--- src/rtl/a5_pkg.sv ---
// Shared definitions for the A5/1-family cipher engine: FSM encodings, default register geometry, parity/majority helpers.
// Latency: n/a (package only).
// Backpressure: n/a (package only).
package a5_pkg;

  // FSM encodings (kept as plain constants for compatibility with older tooling)
  typedef logic [2:0] a5_state_t;
  localparam a5_state_t ST_IDLE   = 3'd0;
  localparam a5_state_t ST_KEY    = 3'd1;
  localparam a5_state_t ST_FRAME  = 3'd2;
  localparam a5_state_t ST_MIX    = 3'd3;
  localparam a5_state_t ST_STREAM = 3'd4;

  // Default register geometry of A5/1
  localparam int          A5_REG1LEN  = 19;
  localparam logic [18:0] A5_MASK1    = 19'h72000;   // taps 18,17,16,13
  localparam int          A5_SYNCBIT1 = 8;
  localparam int          A5_REG2LEN  = 22;
  localparam logic [21:0] A5_MASK2    = 22'h300000;  // taps 21,20
  localparam int          A5_SYNCBIT2 = 10;
  localparam int          A5_REG3LEN  = 23;
  localparam logic [22:0] A5_MASK3    = 23'h700080;  // taps 22,21,20,7
  localparam int          A5_SYNCBIT3 = 10;

  localparam int A5_KEYLEN      = 64;
  localparam int A5_FRAMENUMLEN = 22;
  localparam int A5_MIXCYCLES   = 100;
  localparam int A5_CHUNKLEN    = 114;
  localparam int A5_NUMCHUNKS   = 2;

  // Even parity of a zero-extended vector
  function automatic logic parity32(input logic [31:0] v);
    return ^v;
  endfunction

  function automatic logic maj3(input logic a, input logic b, input logic c);
    return (a & b) | (a & c) | (b & c);
  endfunction

endpackage

--- src/rtl/a5_lfsr.sv ---
// One Fibonacci LFSR of the A5 engine with optional step, bit-0 XOR load and synchronous clear.
// Latency: state updates on the clock edge; msb reports the MSB this cycle's step will produce.
// Backpressure: none; the register only moves when step/load_en/clear are asserted.
//
// Ports: clk, rst_n (async active-low), clear (zero the register, wins over step),
//        step (shift in feedback parity), load_en/load_bit (XOR load_bit into bit 0 after the step),
//        msb (post-step MSB, used for the keystream), sync (current clocking bit).
module a5_lfsr
  import a5_pkg::*;
#(
  parameter int             LEN     = 19,
  parameter logic [LEN-1:0] MASK    = '0,
  parameter int             SYNCBIT = 8
) (
  input  logic clk,
  input  logic rst_n,
  input  logic clear,
  input  logic step,
  input  logic load_en,
  input  logic load_bit,
  output logic msb,
  output logic sync
);

  logic [LEN-1:0] r;
  logic [LEN-1:0] r_step;
  logic [LEN-1:0] r_next;
  logic           fb;

  always_comb begin
    fb     = parity32(32'(r & MASK));
    r_step = step ? {r[LEN-2:0], fb} : r;
    r_next = r_step;
    r_next[0] = r_step[0] ^ (load_en & load_bit);
  end

  always_ff @(posedge clk or negedge rst_n) begin
    if (!rst_n) begin
      r <= '0;
    end else if (clear) begin
      r <= '0;
    end else begin
      r <= r_next;
    end
  end

  // The keystream bit is defined after the step, so expose the stepped MSB;
  // the load only touches bit 0 and cannot affect it.
  assign msb  = r_step[LEN-1];
  assign sync = r[SYNCBIT];

endmodule

--- src/rtl/a5_stream_cipher.sv ---
// A5/1-family cipher engine: start handshake, hardware key/frame setup and mixing, then bit-serial XOR of a bounded keystream.
// Latency: KEYLEN+FRAMENUMLEN+MIXCYCLES cycles from start accept to first in_ready; one cycle from input accept to output.
// Backpressure: single output stage; in_ready drops while out_valid && !out_ready and the LFSRs only step on accepted bits.
//
// Ports: clk, rst_n (async active-low); start/start_ready with key, frame (captured on accept);
//        in_valid/in_ready/in (plaintext bit); out_valid/out_ready/out (ciphertext bit);
//        chunk (chunk index of the next accepted bit); done (one-cycle pulse after the final bit is accepted).
module a5_stream_cipher
  import a5_pkg::*;
#(
  parameter int                 REG1LEN     = A5_REG1LEN,
  parameter logic [REG1LEN-1:0] MASK1       = A5_MASK1,
  parameter int                 SYNCBIT1    = A5_SYNCBIT1,
  parameter int                 REG2LEN     = A5_REG2LEN,
  parameter logic [REG2LEN-1:0] MASK2       = A5_MASK2,
  parameter int                 SYNCBIT2    = A5_SYNCBIT2,
  parameter int                 REG3LEN     = A5_REG3LEN,
  parameter logic [REG3LEN-1:0] MASK3       = A5_MASK3,
  parameter int                 SYNCBIT3    = A5_SYNCBIT3,
  parameter int                 KEYLEN      = A5_KEYLEN,
  parameter int                 FRAMENUMLEN = A5_FRAMENUMLEN,
  parameter int                 MIXCYCLES   = A5_MIXCYCLES,
  parameter int                 CHUNKLEN    = A5_CHUNKLEN,
  parameter int                 NUMCHUNKS   = A5_NUMCHUNKS,
  localparam int                CHW         = (NUMCHUNKS > 1) ? $clog2(NUMCHUNKS) : 1
) (
  input  logic                   clk,
  input  logic                   rst_n,
  input  logic                   start,
  output logic                   start_ready,
  input  logic [KEYLEN-1:0]      key,
  input  logic [FRAMENUMLEN-1:0] frame,
  input  logic                   in_valid,
  output logic                   in_ready,
  input  logic                   in,
  output logic                   out_valid,
  input  logic                   out_ready,
  output logic                   out,
  output logic [CHW-1:0]         chunk,
  output logic                   done
);

  // One phase counter is shared by KEY, FRAME and MIX
  localparam int SETUP_MAX = (KEYLEN > FRAMENUMLEN)
                             ? ((KEYLEN > MIXCYCLES) ? KEYLEN : MIXCYCLES)
                             : ((FRAMENUMLEN > MIXCYCLES) ? FRAMENUMLEN : MIXCYCLES);
  localparam int CW = $clog2(SETUP_MAX + 1);
  localparam int BW = (CHUNKLEN > 1) ? $clog2(CHUNKLEN) : 1;

  a5_state_t              state;
  logic [KEYLEN-1:0]      key_sr;
  logic [FRAMENUMLEN-1:0] frame_sr;
  logic [CW-1:0]          cnt;
  logic [BW-1:0]          bit_cnt;
  logic [CHW-1:0]         chunk_q;
  logic                   out_q;
  logic                   out_valid_q;
  logic                   done_q;

  logic start_acc;
  logic in_acc;
  logic last_bit;
  logic maj;
  logic gamma;
  logic s1, s2, s3;
  logic g1, g2, g3;
  logic step1, step2, step3;
  logic load_en;
  logic load_bit;

  // A pending output bit keeps start_ready low even after the FSM is back in IDLE
  assign start_ready = (state == ST_IDLE) && !out_valid_q;
  assign start_acc   = start && start_ready;
  assign in_ready    = (state == ST_STREAM) && (!out_valid_q || out_ready);
  assign in_acc      = in_valid && in_ready;
  assign maj         = maj3(s1, s2, s3);
  assign gamma       = g1 ^ g2 ^ g3;
  assign last_bit    = in_acc && (bit_cnt == BW'(CHUNKLEN - 1))
                              && (chunk_q == CHW'(NUMCHUNKS - 1));

  always_comb begin
    step1    = 1'b0;
    step2    = 1'b0;
    step3    = 1'b0;
    load_en  = 1'b0;
    load_bit = 1'b0;
    case (state)
      ST_KEY: begin
        step1    = 1'b1;
        step2    = 1'b1;
        step3    = 1'b1;
        load_en  = 1'b1;
        load_bit = key_sr[0];
      end
      ST_FRAME: begin
        step1    = 1'b1;
        step2    = 1'b1;
        step3    = 1'b1;
        load_en  = 1'b1;
        load_bit = frame_sr[0];
      end
      ST_MIX: begin
        step1 = (s1 == maj);
        step2 = (s2 == maj);
        step3 = (s3 == maj);
      end
      ST_STREAM: begin
        // Keystream only advances with an accepted bit, so stalls lose nothing
        step1 = in_acc && (s1 == maj);
        step2 = in_acc && (s2 == maj);
        step3 = in_acc && (s3 == maj);
      end
      default: ;
    endcase
  end

  a5_lfsr #(.LEN(REG1LEN), .MASK(MASK1), .SYNCBIT(SYNCBIT1)) u_r1 (
    .clk(clk), .rst_n(rst_n), .clear(start_acc), .step(step1),
    .load_en(load_en), .load_bit(load_bit), .msb(g1), .sync(s1)
  );

  a5_lfsr #(.LEN(REG2LEN), .MASK(MASK2), .SYNCBIT(SYNCBIT2)) u_r2 (
    .clk(clk), .rst_n(rst_n), .clear(start_acc), .step(step2),
    .load_en(load_en), .load_bit(load_bit), .msb(g2), .sync(s2)
  );

  a5_lfsr #(.LEN(REG3LEN), .MASK(MASK3), .SYNCBIT(SYNCBIT3)) u_r3 (
    .clk(clk), .rst_n(rst_n), .clear(start_acc), .step(step3),
    .load_en(load_en), .load_bit(load_bit), .msb(g3), .sync(s3)
  );

  // Control FSM and counters
  always_ff @(posedge clk or negedge rst_n) begin
    if (!rst_n) begin
      state    <= ST_IDLE;
      key_sr   <= '0;
      frame_sr <= '0;
      cnt      <= '0;
      bit_cnt  <= '0;
      chunk_q  <= '0;
      done_q   <= 1'b0;
    end else begin
      done_q <= last_bit;
      case (state)
        ST_IDLE: begin
          if (start_acc) begin
            key_sr   <= key;
            frame_sr <= frame;
            cnt      <= '0;
            bit_cnt  <= '0;
            chunk_q  <= '0;
            state    <= ST_KEY;
          end
        end
        ST_KEY: begin
          // Shift so the bit for the current cycle is always at position 0
          key_sr <= key_sr >> 1;
          if (cnt == CW'(KEYLEN - 1)) begin
            cnt   <= '0;
            state <= ST_FRAME;
          end else begin
            cnt <= cnt + 1'b1;
          end
        end
        ST_FRAME: begin
          frame_sr <= frame_sr >> 1;
          if (cnt == CW'(FRAMENUMLEN - 1)) begin
            cnt   <= '0;
            state <= ST_MIX;
          end else begin
            cnt <= cnt + 1'b1;
          end
        end
        ST_MIX: begin
          if (cnt == CW'(MIXCYCLES - 1)) begin
            cnt   <= '0;
            state <= ST_STREAM;
          end else begin
            cnt <= cnt + 1'b1;
          end
        end
        ST_STREAM: begin
          if (in_acc) begin
            if (bit_cnt == BW'(CHUNKLEN - 1)) begin
              bit_cnt <= '0;
              if (chunk_q == CHW'(NUMCHUNKS - 1)) begin
                chunk_q <= '0;
                state   <= ST_IDLE;
              end else begin
                chunk_q <= chunk_q + 1'b1;
              end
            end else begin
              bit_cnt <= bit_cnt + 1'b1;
            end
          end
        end
        default: state <= ST_IDLE;
      endcase
    end
  end

  // Output stage: holds its bit until drained, independent of the FSM state
  always_ff @(posedge clk or negedge rst_n) begin
    if (!rst_n) begin
      out_q       <= 1'b0;
      out_valid_q <= 1'b0;
    end else if (in_acc) begin
      out_q       <= in ^ gamma;
      out_valid_q <= 1'b1;
    end else if (out_ready) begin
      out_valid_q <= 1'b0;
    end
  end

  assign out       = out_q;
  assign out_valid = out_valid_q;
  assign chunk     = chunk_q;
  assign done      = done_q;

endmodule

--- config.mk ---
export PLATFORM = sky130hd
export DESIGN_NAME = a5_stream_cipher
export DESIGN_NICKNAME = d
export VERILOG_FILES = /design/src/rtl/a5_pkg.sv /design/src/rtl/a5_lfsr.sv /design/src/rtl/a5_stream_cipher.sv
export SDC_FILE = /design/constraint.sdc
export NUM_CORES = 1
export LEC_CHECK = 0
export ABC_CLOCK_PERIOD_IN_PS = 3100
export CORE_MARGIN = 2
export CORE_UTILIZATION = 55
export CTS_CLUSTER_SIZE = 28
export DETAILED_ROUTE_END_ITERATION = 10
export PLACE_DENSITY = 0.86
export SYNTH_ARGS = -nofsm -noshare
export SYNTH_HDL_FRONTEND = slang
export SYNTH_SLANG_ARGS = --single-unit
--- constraint.sdc ---
create_clock -name clk -period 3.1 [get_ports clk]
set_input_delay 0.62 -clock clk [delete_from_list [all_inputs] [get_ports clk]]
set_output_delay 0.62 -clock clk [all_outputs]
set_load 0.1 [all_outputs]
==> flow_summary.toml, run 1 <==
[placement]
hpwl_um = 10600
globalplace.congestion = 0.815
dpl_cell_area_um2 = 8850
io_buffers = 97

[global_routing]
grt-ovfl-total = 0
grt_use_total = 0.228
grt_max_degree = 129
antenna_found_initial = 0
grt_pass1_vias = 5736
grt_pass1_wl_um = 26700

[critical_path]
cp_top_family = "flip-flops"
reg2regPathDepth = 5
cp-start-kind = "register"
worst_ep_required_time_ns = 2.48
crit_arrival_ns = 1.81
r2r_slack_ns = 0.70
startpoint = "state[1]$_DFFE_PN0P_"
worstReg2RegStart = "state[1]$_DFFE_PN0P_"
cp_num_buf_inv = 1
worstSetupPathType = "reg -> out"
critPathCaptureType = "output pin"
cp_max_fo = 11
path_cells = "nor4_4 > buf_4"
slowest_stage = "dfrtp_1"
worstReg2RegEnd = "u_r2.r[21]$_DFF_PN0_"
critPathMaxStageDelay_ns = 0.54

[clock_tree]
cts_max_level = 4
clk_latency_ns = 0.43
numCtsBuffers = 17
cts_tree = "yes"
cts-root-buf = "clkbuf_16"
cts_repair_resize_count = 0
cts-hold-fix-buffers = 0
cts_setup_buffers = 0
cts.clk_slew.worst_paths_ns = 0.06
ctsLongestPathBuffers = 2
cts_sinks = 171

[synthesis]
synthAdderAreaFrac = 0.00651
ys_warn_count = 0
synthesis.nets = 828
synth_compound_area_frac = 0.0861
synth_top_area_frac = 0.556
synth-simple-area-share = 0.132
synth_top_family_by_area = "multiplexers"
synth_top_area_cell = "dfrtp_1"
ys_seq_area_frac = 0.556
syn-instance-count = 732
synthMuxAreaShare = 0.165
ys_ff_latch = 171
synthArstFlopShare = 1.00
synth_edf_count = 0
synthXorXnorAreaFrac = 0.0251
synthTopCellsByArea = "dfrtp_1 56%, mux2i_1 17%, nand2_1 6.4%, o21ai_0 4.9%, nor2_1 3.6%"
yosysUniqueCellTypes = 38
synth.avg_cell_area_um2 = 10.5
synth_flop_cell = "dfrtp_1"
synth.cell_area_um2 = 7690

[die]
chipWidth_um = 122
start_util = 0.558
die-area_um2 = 14900
rows = 43
die_h_um = 122
ios = 98
core_area_um2 = 13800

[timing]
tightest_slew_ns = 1.28
hold_slack_ns = 0.202
final-setup-viol-count = 0
maxSlewHeadroom = 0.143
slew_viol_final = 0
rsz0062_at_grt = "no"
tns_ns = 0
hold_violations = 0
period_needed_ns = 2.43
fmax_mhz = 411
clock_skew_ns = 0.00861
layout_worst_path_cycle_share = 0.784

[cells_and_area]
drive_above_1_share = 0.0749
final_cell_area_um2 = 9460
syn_to_final_growth_pct = 23.0
n_antenna_cell = 0
n_fill_cell = 1013
final_nets = 911

[power_and_ir_drop]
powerDensity_nw_per_um2 = 813
seqPwrFrac = 0.461
ir_drop_mv = 0.460
switching_power_w = 0.00246
p_int_w = 0.00523
finalPower_w = 0.00769
swShare = 0.320
clkPwrFrac = 0.275
p_comb_frac = 0.264
leakage_nw = 5.02

[routing]
wl_um = 15500
num_vias = 5513
drtAntennaViolNets = 0
firstDrtPassIters = 5
drtIter0Drc = 406
via_per_inst = 5.47
wl_per_cell_um = 15.4
drc = 0

[hold_path]
min_path_type = "in -> async"

[run_status]
outcome = "completed"

[flow_run]
cap_violations = 0
==> how the worst max path moves through the flow <==
stage	depth (start not counted)	end
2_1_floorplan	6	u_r3.r[22]$_DFF_PN0_
3_3_place_gp	5	frame_sr[0]$_DFFE_PN0P_
3_5_place_dp	5	frame_sr[2]$_DFFE_PN0P_
4_1_cts	2	start_ready
5_1_grt	5	u_r3.r[7]$_DFFE_PN0P_
6_report	2	start_ready
==> per-layer routing <==
metal | vias up | wire (µm) | global-route usage
li1 | 2662 | - | -
met4 | 0 | 333 | 0.0927
met5 | - | 0 | 0
met2 | 136 | 7940 | 0.380
met3 | 30 | 895 | 0.0706
met1 | 2685 | 6380 | 0.278
==> synthesized netlist by cell type (2+ instances only) <==
cell / n
dfrtp_1: 171
nand3_1: 5
nand2b_1: 5
nor3_1: 2
xnor2_1: 14
nand4_1: 5
o21ai_0: 75
and3_1: 5
inv_1: 4
nor2_1: 74
nand3b_1: 2
o21ai_1: 5
ha_1: 4
nor2b_1: 3
clkbuf_1: 24
nor4b_1: 2
a22oi_1: 23
or3_1: 2
mux2i_1: 127
xor2_1: 8
nand2_1: 131
buf_2: 21
o22ai_1: 2
a21oi_1: 4
==> flip-flops by register name (all words and copies together) (netlist names) <==
signal and count:
bit_cnt 7, chunk 1, cnt 7, done 1, frame_sr 22, key_sr 64, out 1, out_valid 1
state 3, u_r1.r 19, u_r2.r 22, u_r3.r 23
==> layout by cell type (no fill, tap or decap), drive strengths merged, types with 2 or more instances in the layout <==
master,instances
o21ai,81
dfrtp,171
nor2,75
ha,4
nor2b,3
clkdlybuf4s50,90
xor2,8
inv,6
nand4,5
o22ai,2
a22oi,23
clkinv,5
clkbuf,24
buf,20
mux2i,127
xnor2,14
nor4b,2
nand2b,5
nand2,131
nand3,5
a21oi,4
nand3b,2
or3,2
and3,5
nor3,3
==> per-stage QoR <==
| step | utilization | instances | setup slack (ns) |
|---|---|---|---|
| after floorplan | - | 732 | 0.218 |
| after global placement | 0.643 | 976 | 0.473 |
| after detailed placement | 0.643 | 976 | 0.373 |
| after CTS | 0.687 | 1008 | 0.654 |
| after global routing | 0.687 | 1008 | 0.533 |
| final | 0.687 | 1008 | 0.668 |
==> layout make-up <==
cell class	count	area, µm²	area share
Tap cell	180	225	0.0238
Clock inverter	8	80.1	0.00847
Multi-Input combinational cell	511	3230	0.342
Clock buffer	24	522	0.0552
Inverter	4	15.0	0.00159
Sequential cell	171	4280	0.453
Timing Repair Buffer	110	1100	0.117
==> power groups by stage <==
| stage | Combinational (W) | Sequential [W] | Clock [W] |
|---|---|---|---|
| after detailed placement | 0.00204 | 0.00357 | 0 |
| final | 0.00203 | 0.00355 | 0.00211 |
| after CTS | 0.00206 | 0.00355 | 0.00214 |
| after global placement | 0.00191 | 0.00351 | 0 |
| after floorplan | 0.00159 | 0.00341 | 0 |
| after global routing | 0.00234 | 0.00366 | 0.00224 |
==> cell families after synthesis <==
| kind of cell | after synthesis |
|---|---|
| multiplexers | 127 |
| AO/OA/AOI/OAI | 115 |
| adder cells (fa/ha/maj) | 4 |
| buffers and inverters | 50 |
| flip-flops | 171 |
| AND/OR/NAND/NOR | 243 |
| XOR/XNOR | 22 |
Power figures use the tool's default switching activity.
==> run 2, diff against run 1 <==
ABC_CLOCK_PERIOD_IN_PS = 2300   (was 3100)
clock period = 2.3 ns   (was 3.1 ns; I/O delays follow)
==> run 2 against run 1 <==
Net effect: global-route usage fell by 0.14 points; routed wire length grew 0.68%; sequential share of layout area decreased by 0.77 points; utilization up 1.2 points; non-clock buffer count rose by 12; die area is the same; clock power rose by 35%; count of clock-buffer cells in the layout decreased by 7; via count up 0.47%; final cell count rose by 1.2%.
==> flow_summary.toml, run 2 (synthesis results as in run 1) <==
[run_status]
outcome = "completed"

[global_routing]
grt_max_degree = 128
grt_pass1_wl_um = 26500
antenna_found_initial = 0
grt_pass1_vias = 5701
grt_use_total = 0.227
grt-ovfl-total = 0

[die]
die_h_um = 122
rows = 43
core_area_um2 = 13800
chipWidth_um = 122
ios = 98
die-area_um2 = 14900
start_util = 0.558

[timing]
maxSlewHeadroom = 0.665
period_needed_ns = 2.13
hold_violations = 0
final-setup-viol-count = 0
tightest_slew_ns = 0.499
slew_viol_final = 0
setup_ws_ns = 0.168
layout_worst_path_cycle_share = 0.927
rsz0062_at_grt = "no"
hold_slack_ns = 0.486
fmax_mhz = 469
clock_skew_ns = 0.00871

[routing]
drc = 0
num_vias = 5539
wl_um = 15700
wl_per_cell_um = 15.3
firstDrtPassIters = 6
via_per_inst = 5.43
drtAntennaViolNets = 0
drtIter0Drc = 391

[cells_and_area]
n_antenna_cell = 0
finish.utilization = 0.699
drive_above_1_share = 0.0940
top_regs = "key_sr: 64 flops, u_r3.r: 23 flops"
final_common_cell = "dfrtp_1"
syn_to_final_growth_pct = 25.2
regMostFlops = "key_sr"
final_cell_mix = "170 x dfrtp_1, 130 x nand2_1, 127 x mux2i_1, 90 x clkdlybuf4s50_1, 73 x nor2_1"
final_nets = 923
largest_register_ff_count = 64
fin_cells = 1020

[critical_path]
critPathCaptureType = "output pin"
cp_top_family = "flip-flops"
worst_ep_required_time_ns = 1.84
cp_max_fo = 11
cp_num_buf_inv = 2
cp_num_cells = 3
critPathMaxStageDelay_ns = 0.56
crit_arrival_ns = 1.67
path_cells = "nor4_4 > buf_4 > buf_12"
worstSetupPathType = "reg -> out"
reg2regPathDepth = 8
slowest_stage = "dfrtp_1"
cp-start-kind = "register"

[clock_tree]
numCtsBuffers = 17
cts-root-buf = "clkbuf_16"
cts.clk_slew.worst_paths_ns = 0.07
cts_tree = "yes"
cts_max_level = 4
cts_sinks = 171
ctsLongestPathBuffers = 2
clk_latency_ns = 0.43

[placement]
hpwl_um = 10700
dp_slack_ns = -0.0921
placedCellCount = 986
globalplace.congestion = 0.780
io_buffers = 97

[power_and_ir_drop]
powerDensity_nw_per_um2 = 1100
leakage_nw = 5.01
ir_drop_mv = 0.662

[flow_run]
cap_violations = 0

[hold_path]
whs_path_depth = 2
min_path_type = "reg -> reg"
run 2: cell types whose count changed in the layout (fill, tap and decap cells not counted), sizes merged:
cell,before,now
clkbuf,24,17
clkinv,5,4
bufinv,1,2
dlygate4sd3,0,1
inv,6,9
buf,20,31
clkinvlp,0,4
run 2: tightest hold or removal path: stages (launching register included):
cell and delay [ns]:
dfrtp_1 0.34, nand2_1 0.04, o21ai_0 0.06
run 2: final cells by class:
type | count | area, µm²
sequential | 171 | 4280
fill | 985 | 4150
multi-input combinational | 511 | 3260
timing repair buffer | 122 | 1260
clock buffer | 17 | 425
tap | 180 | 225
clock inverter | 15 | 164
inverter | 4 | 15.0
run 2: path summary, 6_finish.rpt:
kind                                        startpoint                      to  slack [ns]
worst min-delay path            key_sr[23]$_DFFE_PN0P_  key_sr[22]$_DFFE_PN0P_        0.49
min in group asynchronous                        rst_n  bit_cnt[3]$_DFFE_PN0P_        0.55
max in group asynchronous                        rst_n   u_r2.r[4]$_DFFE_PN0P_        1.06
worst max-delay path              state[1]$_DFFE_PN0P_             start_ready        0.17
worst max register to register    state[0]$_DFFE_PN0P_     u_r1.r[0]$_DFF_PN0_        0.18
worst min register to register  key_sr[23]$_DFFE_PN0P_  key_sr[22]$_DFFE_PN0P_        0.49
run 2: power breakdown:
part | total (W) | leakage [nW] | internal (W) | switching (W)
Combinational | 0.00295 | 2.46 | 0.00142 | 0.00153
Sequential | 0.00479 | 2.27 | 0.00407 | 0.000712
Clock | 0.00285 | 0.279 | 0.00162 | 0.00123
run 2: timing repair:
item,CTS,global route
setup buffers,0,1
hold endpoints to repair,49,0
setup endpoints to repair,0,2
hold buffers,1,0
gates resized for setup,0,2
run 2: per-stage QoR:
step	power (W)	setup TNS [ns]	cell area, µm²
detailed placement	0.00776	-0.457	9010
finish	0.0106	0	9630
global route	0.0113	0	9630
floorplan	0.00686	-47.82	7850
CTS	0.0107	0	9610
global placement	0.00747	-0.0343	9010
run 2: metal layers:
layer	global-route usage	vias up	share of wire
li1	-	2678	-
met1	0.280	2728	0.43
met2	0.375	113	0.50
met3	0.0827	20	0.059
met4	0.0697	0	0.012
met5	0	-	0
==> run 3, diff against run 2 <==
--- a/config.mk
+++ b/config.mk
@@ -7,4 +7,5 @@
 export LEC_CHECK = 0
 export ABC_CLOCK_PERIOD_IN_PS = 2300
+export CORE_ASPECT_RATIO = 0.8
 export CORE_MARGIN = 2
 export CORE_UTILIZATION = 55
==> constraint.sdc (replaced) <==
create_clock -name clk -period 2.3 [get_ports clk]
set_input_delay 0.23 -clock clk [delete_from_list [all_inputs] [get_ports clk]]
set_output_delay 0.23 -clock clk [all_outputs]
set_load 0.1 [all_outputs]
==> run 3 against run 2 <==
Net effect: sequential share of layout area rose by 0.20 points; hold slack worse by 0.15 ns; utilization grew 0.59 points; via count is 0.87% higher; count of clock-buffer cells in the layout rose by 3; non-clock buffer count shrank 6; cell area fell by 0.44%; combinational power about the same; largest power group unchanged; clock power shrank 1%; worst setup slack lost 0.021 ns; critical path type is now reg -> reg; flip-flop and latch count unchanged; die area barely moved.
==> flow_summary.toml, run 3 (synthesis results as in run 1) <==
[run_status]
outcome = "completed"

[global_routing]
grt_max_degree = 126
grt_use_total = 0.237
grt_pass1_wl_um = 27600
grt-ovfl-total = 0
grt_pass1_vias = 5796
antenna_found_initial = 0

[placement]
hpwl_um = 10700
io_buffers = 97
globalplace.congestion = 0.825
dpl_cell_area_um2 = 8990

[critical_path]
critPathCaptureType = "register"
r2r_slack_ns = 0.15
worstSetupPathType = "reg -> reg"
cp_max_fo = 11
worst_ep_required_time_ns = 2.61
cp-start-kind = "register"
crit_arrival_ns = 2.46

[cells_and_area]
seqCellArea_um2 = 4280
final_cell_area_um2 = 9590
largest_register_ff_count = 64
n_antenna_cell = 0
multi_input_area_um2 = 3260
syn_to_final_growth_pct = 24.6
top_regs = "key_sr: 64 flops, u_r3.r: 23 flops"
n_fill_cell = 961
drive_above_1_share = 0.0863
final_common_cell = "dfrtp_1"
regMostFlops = "key_sr"
final_cell_mix = "170 x dfrtp_1, 130 x nand2_1, 127 x mux2i_1, 90 x clkdlybuf4s50_1, 73 x nor2_1"
final_nets = 917

[routing]
firstDrtPassIters = 5
drc = 0
via_per_inst = 5.51
num_vias = 5587
drtAntennaViolNets = 0
drtIter0Drc = 473
wl_per_cell_um = 15.9
wl_um = 16100

[timing]
slew_viol_final = 0
period_needed_ns = 2.15
fmax_mhz = 465
clock_skew_ns = 0.00603
layout_worst_path_cycle_share = 0.936
hold_violations = 0
tightest_slew_ns = 0.577
rsz0062_at_grt = "no"
tns_ns = 0
final-setup-viol-count = 0
maxSlewHeadroom = 0.615
hold_slack_ns = 0.339

[clock_tree]
clk_latency_ns = 0.43
ctsLongestPathBuffers = 2
cts.clk_slew.worst_paths_ns = 0.06
cts_sinks = 171
numCtsBuffers = 17
cts_max_level = 4
cts_tree = "yes"
cts-root-buf = "clkbuf_16"

[hold_path]
min_path_type = "in -> reg"

[die]
chipWidth_um = 136
die_h_um = 110
die-area_um2 = 15000
core_area_um2 = 13600
ios = 98
start_util = 0.566
rows = 38

[power_and_ir_drop]
leakage_nw = 4.98
ir_drop_mv = 0.660
powerDensity_nw_per_um2 = 1100

[flow_run]
cap_violations = 0
## run 3: cell types whose count changed in the layout (fill, tap and decap cells not counted)
cell / previous run / this run
buf_12: 9 / 10
buf_4: 21 / 14
clkbuf_1: 0 / 1
clkbuf_8: 0 / 2
clkinv_2: 2 / 5
clkinv_4: 2 / 0
clkinvlp_4: 4 / 5
inv_6: 4 / 0
inv_8: 1 / 0
## run 3: power by group
part	switching [W]	total [W]	leakage [nW]	internal [W]
Sequential	0.000719	0.00479	2.27	0.00408
Clock	0.00116	0.00281	0.274	0.00164
Combinational	0.00154	0.00293	2.44	0.00139
Total	0.00342	0.0105	4.98	0.00711
## run 3: routing by layer
| layer | share of wire | track usage |
|---|---|---|
| met1 | 0.43 | 0.305 |
| met2 | 0.50 | 0.387 |
| met5 | 0 | 0 |
| met4 | 0.011 | 0.0677 |
| met3 | 0.058 | 0.0811 |
## run 3: layout make-up
type,count,share of cell area
multi-input cells,511,0.340
clock buffers,20,0.0476
repair buffers,116,0.128
well taps,180,0.0235
flip-flops and latches,171,0.447
inverters,4,0.00157
clock inverters,12,0.0128
## run 3: critical path: stages, from the launching register on
cell	delay [ns]
dfrtp_1	0.54
nor2_4	0.22
a41oi_2	0.23
o21ai_2	0.29
mux2i_1	0.30
xor2_1	0.24
xnor2_1	0.15
o21ai_1	0.07
## run 3: final timing paths
check / startpoint / end / depth (start not counted)
worst min-delay path: frame[21] / frame_sr[21]$_DFFE_PN0P_ / 3
max in group asynchronous: rst_n / key_sr[24]$_DFFE_PN0P_ / 3
worst max-delay path: state[0]$_DFFE_PN0P_ / out$_DFFE_PN0N_ / 7
min in group asynchronous: rst_n / bit_cnt[3]$_DFFE_PN0P_ / 2
worst max register to register: state[0]$_DFFE_PN0P_ / out$_DFFE_PN0N_ / 7
worst min register to register: frame_sr[16]$_DFFE_PN0P_ / frame_sr[16]$_DFFE_PN0P_ / 2
## run 3: timing repair
item / CTS / global route
endpoints found under the hold margin: 56 / 0
setup buffers: 0 / 0
setup endpoints to repair: 0 / 6
hold buffers: 1 / 0
gates resized for setup: 0 / 2
## run 3: stage by stage
stage | power [W] | util | instances | setup slack [ns]
floorplan | 0.00686 | - | 732 | -0.376
global placement | 0.00743 | 0.661 | 981 | 0.150
finish | 0.0105 | 0.705 | 1014 | 0.147
CTS | 0.0106 | 0.704 | 1014 | 0.149
detailed placement | 0.00770 | 0.661 | 981 | 0.0802
global route | 0.0112 | 0.705 | 1014 | 0.00778
